[src/rtl/regfile_pkg.sv]
// regfile_pkg: shared sizes and types for the LC-3 register-file write scheduler.
//   REG_W    register width (16)
//   RADDR_W  register address width (3)
//   NREG     number of registers (8)
//   wr_bundle_t  one requester's write (destination register + data)
package regfile_pkg;
    localparam int REG_W   = 16;
    localparam int RADDR_W = 3;
    localparam int NREG    = 8;

    typedef struct packed {
        logic [RADDR_W-1:0] dr;
        logic [REG_W-1:0]   data;
    } wr_bundle_t;
endpackage

[src/rtl/regwr_arbiter.sv]
// regwr_arbiter: picks one write requester per cycle for the register-file
// write port.
//   REGWR_RR_EN defined   : round-robin; the pointer holds the last granted index
//                           and the search starts at pointer+1 (mod NREQ).
//   REGWR_RR_EN undefined : fixed priority, lowest index wins; no pointer state.
// Ports:
//   clk, reset   clock and asynchronous active-low reset (pointer only)
//   req_valid    per-requester write pending
//   xfer         a grant was taken this cycle (pointer advance strobe)
//   grant        one-hot grant, only ever set for a valid requester
module regwr_arbiter #(
    parameter int NREQ = 3
) (
    input  logic            clk,
    input  logic            reset,
    input  logic [NREQ-1:0] req_valid,
    input  logic            xfer,
    output logic [NREQ-1:0] grant
);

`ifdef REGWR_RR_EN
    localparam int PW = (NREQ > 1) ? $clog2(NREQ) : 1;

    logic [PW-1:0] ptr;
    logic [PW-1:0] gidx;

    // Scan positions ptr+1, ptr+2, ... in order; the first valid requester wins.
    always_comb begin
        logic        found;
        int unsigned start;
        grant = '0;
        gidx  = ptr;
        found = 1'b0;
        start = (int unsigned'(ptr) + 1) % NREQ;
        for (int unsigned k = 0; k < NREQ; k++) begin
            for (int unsigned i = 0; i < NREQ; i++) begin
                if (!found && req_valid[i] && (i == (start + k) % NREQ)) begin
                    grant[i] = 1'b1;
                    gidx     = PW'(i);
                    found    = 1'b1;
                end
            end
        end
    end

    always_ff @(posedge clk or negedge reset) begin
        if (!reset) begin
            ptr <= PW'(NREQ - 1);
        end else if (xfer) begin
            ptr <= gidx;
        end
    end
`else
    always_comb begin
        logic found;
        grant = '0;
        found = 1'b0;
        for (int unsigned i = 0; i < NREQ; i++) begin
            if (!found && req_valid[i]) begin
                grant[i] = 1'b1;
                found    = 1'b1;
            end
        end
    end

    logic unused_rr;
    assign unused_rr = ^{clk, reset, xfer};
`endif

endmodule

[src/rtl/regfile_wr_sched.sv]
// regfile_wr_sched: shares the LC-3 register file's single write port among
// NREQ result sources and keeps a per-register pending-write scoreboard.
// Optional feature macro: REGWR_RR_EN (round-robin arbitration; fixed priority
// when undefined).
// Ports:
//   clk, reset           clock, asynchronous active-low reset
//   req_valid/dr/data    per-requester write request (held until granted)
//   req_ready            one-hot grant (combinational from req_valid)
//   rsv_valid/rsv_dr     reserve a destination register at issue
//   rsv_ready            reservation accepted (register not already busy)
//   SR1, SR2             source registers queried
//   sr1_busy, sr2_busy   source has a pending write (no bypass)
//   regWE, DR, Buss      registered register-file write port
module regfile_wr_sched
    import regfile_pkg::*;
#(
    parameter int NREQ = 3
) (
    input  logic                          clk,
    input  logic                          reset,
    input  logic [NREQ-1:0]               req_valid,
    input  logic [NREQ-1:0][RADDR_W-1:0]  req_dr,
    input  logic [NREQ-1:0][REG_W-1:0]    req_data,
    output logic [NREQ-1:0]               req_ready,
    input  logic                          rsv_valid,
    input  logic [RADDR_W-1:0]            rsv_dr,
    output logic                          rsv_ready,
    input  logic [RADDR_W-1:0]            SR1,
    input  logic [RADDR_W-1:0]            SR2,
    output logic                          sr1_busy,
    output logic                          sr2_busy,
    output logic                          regWE,
    output logic [RADDR_W-1:0]            DR,
    output logic [REG_W-1:0]              Buss
);

    logic [NREQ-1:0] grant;
    logic            xfer;
    wr_bundle_t      sel;
    logic [NREG-1:0] busy;
    logic [NREG-1:0] busy_next;

    regwr_arbiter #(
        .NREQ(NREQ)
    ) u_arb (
        .clk      (clk),
        .reset    (reset),
        .req_valid(req_valid),
        .xfer     (xfer),
        .grant    (grant)
    );

    // The arbiter only grants valid requesters, so any grant is a transfer.
    assign req_ready = grant;
    assign xfer      = |grant;

    always_comb begin
        sel = '0;
        for (int unsigned i = 0; i < NREQ; i++) begin
            if (grant[i]) begin
                sel.dr   = req_dr[i];
                sel.data = req_data[i];
            end
        end
    end

    always_ff @(posedge clk or negedge reset) begin
        if (!reset) begin
            regWE <= 1'b0;
            DR    <= '0;
            Buss  <= '0;
        end else begin
            regWE <= xfer;
            if (xfer) begin
                DR   <= sel.dr;
                Buss <= sel.data;
            end
        end
    end

    assign rsv_ready = ~busy[rsv_dr];
    assign sr1_busy  = busy[SR1];
    assign sr2_busy  = busy[SR2];

    // Clear first, then set: a reservation landing on a register whose
    // (unreserved) write is retiring this cycle must stay reserved.
    always_comb begin
        busy_next = busy;
        if (regWE) begin
            busy_next[DR] = 1'b0;
        end
        if (rsv_valid && rsv_ready) begin
            busy_next[rsv_dr] = 1'b1;
        end
    end

    always_ff @(posedge clk or negedge reset) begin
        if (!reset) begin
            busy <= '0;
        end else begin
            busy <= busy_next;
        end
    end

endmodule

[config.mk]
export PLATFORM = sky130hd
export DESIGN_NAME = regfile_wr_sched
export DESIGN_NICKNAME = d
export VERILOG_FILES = /design/src/rtl/regfile_pkg.sv /design/src/rtl/regwr_arbiter.sv /design/src/rtl/regfile_wr_sched.sv
export SDC_FILE = /design/constraint.sdc
export NUM_CORES = 1
export LEC_CHECK = 0
export ABC_AREA = 1
export CORE_MARGIN = 4
export CORE_UTILIZATION = 45
export DETAILED_ROUTE_END_ITERATION = 12
export DONT_BUFFER_PORTS = 1
export GPL_ROUTABILITY_DRIVEN = 0
export PLACE_DENSITY = 0.64
export RECOVER_POWER = 50
export SYNTH_ARGS = -nofsm -noshare
export SYNTH_HDL_FRONTEND = slang
export SYNTH_HIERARCHICAL = 1
export SYNTH_SLANG_ARGS = --single-unit
[constraint.sdc]
create_clock -name clk -period 3.5 [get_ports clk]
set_input_delay 0.875 -clock clk [delete_from_list [all_inputs] [get_ports clk]]
set_output_delay 0.875 -clock clk [all_outputs]
set_load 0.1 [all_outputs]
# --- Word-level counts from Yosys, hierarchy flattened ---
# Cells that the tools add are included.
# Widths: inputs -> output; s select.
totals:
  regBits: 28
  word_cells: 41
classes:
  muxes: 19
  n_reduce_logical: 8
  bitwise: 4
  order_cmp: 6
ops:
  columns: ["cell", "count"]
  rows:
  - ["$mux 19", 3]
  - ["$lt 3x4->1 const B", 4]
  - ["$mux 8", 2]
  - ["$bmux 1 s3", 3]
  - ["$mux 1", 9]
  - ["$and 8x8->8", 1]
  - ["$not 8->8", 1]
  - ["$or 8x8->8", 1]
  - ["$demux 1 s3", 2]
  - ["$ge 3x1->1 const B", 2]
  - ["$logic_and 1x1->1", 5]
  - ["$reduce_or 3->1", 1]
  - ["$logic_not 1->1", 2]
  - ["$not 1->1", 1]

# --- Depth between registers and ports, before layout ---
logic_depth:
  ltp_word: 9
  mapped_depth: 8
  ltp_nobuf: 7

# --- By module ---
# The synthesis kept the hierarchy.
by_module_without_submodules:
  columns: ["mod", "n_inst", "area_each_um2", "seq_area_each_um2", "cells_each"]
  rows:
  - ["regfile_wr_sched", 1, 1744.2, 700.7, 250]
  - ["regwr_arbiter", 1, 28.8, 0.0, 6]

# --- Least setup slack after synthesis ---
# No wires, ideal clock.
synth_timing:
  kind: "input port to output port"
  from: "input port SR1[0]"
  to: "output port sr1_busy"
  arrival_ns: 3.274
  setup_slack_ns: -0.649
  cell_stages: 5
  path_buffers: 0
  path_cell_list: "a21oi_1 o21ai_0 o21ai_0 inv_1 o21ai_0"
synth_between:
  elab_chain_cells: 2
synth_lines:
  columns: ["element", "line", "source"]
  rows:
  - ["start, declared", "regfile_wr_sched.sv:28", "input logic [RADDR_W-1:0] SR1,"]
  - ["$bmux 1 s3", "regfile_wr_sched.sv:82", "assign sr1_busy = busy[SR1];"]
  - ["$mux 1 (implied by the code)", "regfile_wr_sched.sv:82", null]
  - ["end, declared", "regfile_wr_sched.sv:30", "output logic sr1_busy,"]
# No other way between the ends. The select of a mux whose other input is x is not followed.

# --- Worst setup path in the final report ---
layout_timing:
  from: "input port rsv_dr[0]"
  to: "output port rsv_ready"
layout_between:
  elab_chain_cells: 3
layout_lines:
  columns: ["element", "line", "source"]
  rows:
  - ["start, declared", "regfile_wr_sched.sv:26", "input logic [RADDR_W-1:0] rsv_dr,"]
  - ["$bmux 1 s3", "regfile_wr_sched.sv:81", "assign rsv_ready = ~busy[rsv_dr];"]
  - ["$mux 1 (implied by the code)", "regfile_wr_sched.sv:81", null]
  - ["$not 1->1", "regfile_wr_sched.sv:81", null]
  - ["end, declared", "regfile_wr_sched.sv:27", "output logic rsv_ready,"]
# No other way between the ends. The select of a mux whose other input is x is not followed.

==> results.txt <==
----------------------------------------------------
[Run status]
  Run status ... finished clean

[Setup path]
  Slowest CP cell ... buf_4
  Critical path required time ... 2.62 ns
  Crit Reg-Reg Endpoint ... busy[5]
  Start-to-end type of the worst setup path ... in -> out
  Most numerous cell on the critical path ... nand2_1
  Endpoint type of the worst setup path ... output port
  Crit start category ... input port
  Arr. time, crit path ... about 1.7 ns
  Setup slack of the most critical reg-to-reg path ... 1.86 ns
  Worst reg-to-reg path cell count ... 3
  Delay contributed by the slowest stage of the critical path ... 0.28 ns
  Critical path fanouts, max ... 10
  Worst-path cell chain ... inv_2, nand4_1, nand2_1, nor2_4, nand2_1, inv_1, buf_4
  Source of the worst register-to-register timing path ... DR[0]

[Place]
  Post-placement worst setup slack ... 0.945 ns
  Post-detailed-placement half-perimeter wirelength ... 3.43 mm
  Count of port buffers added during placement ... 0

[CTS]
  Clk sinks ... 28
  TritonCTS Buffers ... 3
  Root buffer cell ... clkbuf_8
  Post-CTS Repair Setup Buffers ... 0
  Number of cells upsized or downsized after cts ... 0
  Post-CTS clock slew at the launch and capture registers of the worst setup and hold paths ... 0.10 ns
  Clock tree from TritonCTS ... done
  Depth of the CTS H-tree ... 1
  Latest clock arrival within the worst-skew pair ... 0.27 ns
  Clock Tree Buf Depth ... 2
  Hold bufs inserted after CTS ... 0

[Synth]
  Fraction of registers with async set or reset after synthesis ... 100%
  Yosys warns ... 6
  Mean cell area of the mapped netlist ... 6.93 sq um
  Distinct cell type count of the synthesized netlist ... 16
  Mapped Nets ... 328
  Flip-flop cell with the highest count after synthesis ... dfrtp_1
  Post-Syn Area ... 1770 sq um
  Post-synthesis sequential area ratio ... 39.5%
  Number of synthesized register bits ... 28
  Cell count after synthesis ... 256
  EDFF count, synth ... 0

[Route]
  Drt pass-1 iters ... 4
  Vias per cell ... 5.63
  Routed wl met3 ... around 340 um
  Residual DRC count ... 0
  M1 WL ... 1.85 mm
  Detailed-route wire length per cell ... 14.9 um
  ANT nets after route ... 0
  Routed wl met2 ... 2.28 mm
  Initial DRC Count ... 47
  Number of vias in the routed layout ... about 1,700
  Total wire length ... between 4 and 5 mm
  Highest Signal Layer ... met4

[Cells and area]
  Highest-count cells in the layout ignoring fill and taps ... 78 x nand2_1, 42 x a21oi_1, 28 x dfrtp_1
  Area Growth Syn to Fin ... 5.58%
  Most common cell after layout, fill and taps aside ... nand2_1
  Total Nets Final ... about 330
  Fill cell count ... 401
  Diodes inserted ... 0
  Fraction of final layout cells with drive strength greater than 1 ... 8.73%

[Power]
  Power density over the cells ... 647 nW/um^2
  Leakage ... 0.871 nW
  Worst voltage drop across the vdd grid ... 0.000354 V

[Global route]
  Largest net degree at the start of global routing ... 29
  Initial antenna violation count ... 0
  Overflow left after global routing ... 0
  Overall fraction of global-route tracks in use ... 18.0%
  Number of global-route vias before repair ... 1,650
  First-pass GRT wire length ... 7.49 mm

[STA]
  Worst setup slack after layout ... 0.944 ns
  Final Max Slew Viols ... 0
  Min Tclk post-route ... 2.56 ns
  Worst Clk Skew ... about 0.0085 ns
  Worst Tran Pin Value ... between 1 and 1.5 ns
  Period utilization ... around three quarters
  Setup violations, final ... 0
  Accumulated negative setup slack ... 0 ns
  Maximum frequency from static timing analysis ... 391 MHz
  Hold Violations, Final ... 0
  Worst slack on hold paths ... 0.279 ns
  Worst slew slack as a fraction of its limit ... 29.9%
  RSZ-0062 raised after global routing ... no

[Die]
  Starting density of the core ... 47.4%
  FP Rows ... 22
  Total Die Area ... 5010 sq um
  Total core area ... 3740 sq um
  Die extent in y ... 70.8 um
  Boundary pin count ... 98
  X dimension of the die ... 70.8 um

[Min path]
  Class of the worst hold path ... in -> async

[Run]
  Total of max-cap violations ... 0

----------------------------------------------------
-- sequential cells by signal (all words and copies together), names as in the netlist --
| signal | cells |
|---|---|
| DR | 3 |
| Buss | 16 |
| busy | 8 |
| regWE | 1 |
-- stage by stage --
step / cell area, sq um / cells / util [%] / power, W
2_1_floorplan: 1770 / 256 / - / 0.000902
3_3_place_gp: 1800 / 296 / 48.2 / 0.000964
3_5_place_dp: 1800 / 296 / 48.2 / 0.000965
4_1_cts: 1870 / 300 / 50.1 / 0.00122
5_1_grt: 1870 / 300 / 50.0 / 0.00128
6_report: 1870 / 300 / 50.0 / 0.00121
-- worst max path at each step --
stage | start | to | slack (ns)
after floorplan | SR1[0] | sr1_busy | 0.11
after global placement | rsv_dr[0] | rsv_ready | 0.97
after detailed placement | rsv_dr[0] | rsv_ready | 0.95
after CTS | rsv_dr[0] | rsv_ready | 0.95
after global routing | rsv_dr[1] | rsv_ready | 0.87
final | rsv_dr[0] | rsv_ready | 0.94
-- Yosys cell counts, types with 5 or more instances --
| cell type | n | area share [%] |
|---|---|---|
| buf_2 | 7 | 2.0 |
| nand3_1 | 16 | 4.5 |
| nor2_1 | 10 | 2.1 |
| nor3_1 | 6 | 1.7 |
| a21oi_1 | 42 | 12 |
| o21ai_0 | 25 | 7.1 |
| inv_1 | 13 | 2.8 |
| dfrtp_1 | 28 | 40 |
| inv_2 | 5 | 1.1 |
| nand2_1 | 78 | 17 |
| nand4_1 | 14 | 4.9 |
-- metal layers --
metal,up-vias,GRT usage (%)
li1,852,-
met1,779,22.3
met2,56,31.3
met3,2,5.68
met4,0,2.51
met5,-,0
-- power by group --
part           switching, W  internal, W
sequential         0.000286     0.000385
clock              0.000101     0.000153
combinational      0.000200    0.0000864
-- critical path: cells and delay by family --
family,cells,cell delay [ns]
and+or+nand+nor,4,0.44
buffers and inverters,3,0.37
-- cells by family after synthesis --
family | after synthesis | share of synthesized area [%]
AOI/OAI and AO/OA | 67 | 18.9
buffers and inverters | 32 | 9.17
DFF | 28 | 39.5
and+or+nand+nor | 129 | 32.4
-- layout make-up --
class                      instances  area [sq um]  area share, %
clock buffer                       3          41.3           2.21
clock inverter                     1          30.0           1.60
inverter                          18          67.6           3.61
multi-input combinational        196           927           49.5
sequential                        28           701           37.4
tap                               48          60.1           3.21
timing repair buffer               6          45.0           2.41
No activity file was read; power rests on OpenSTA's default activity.
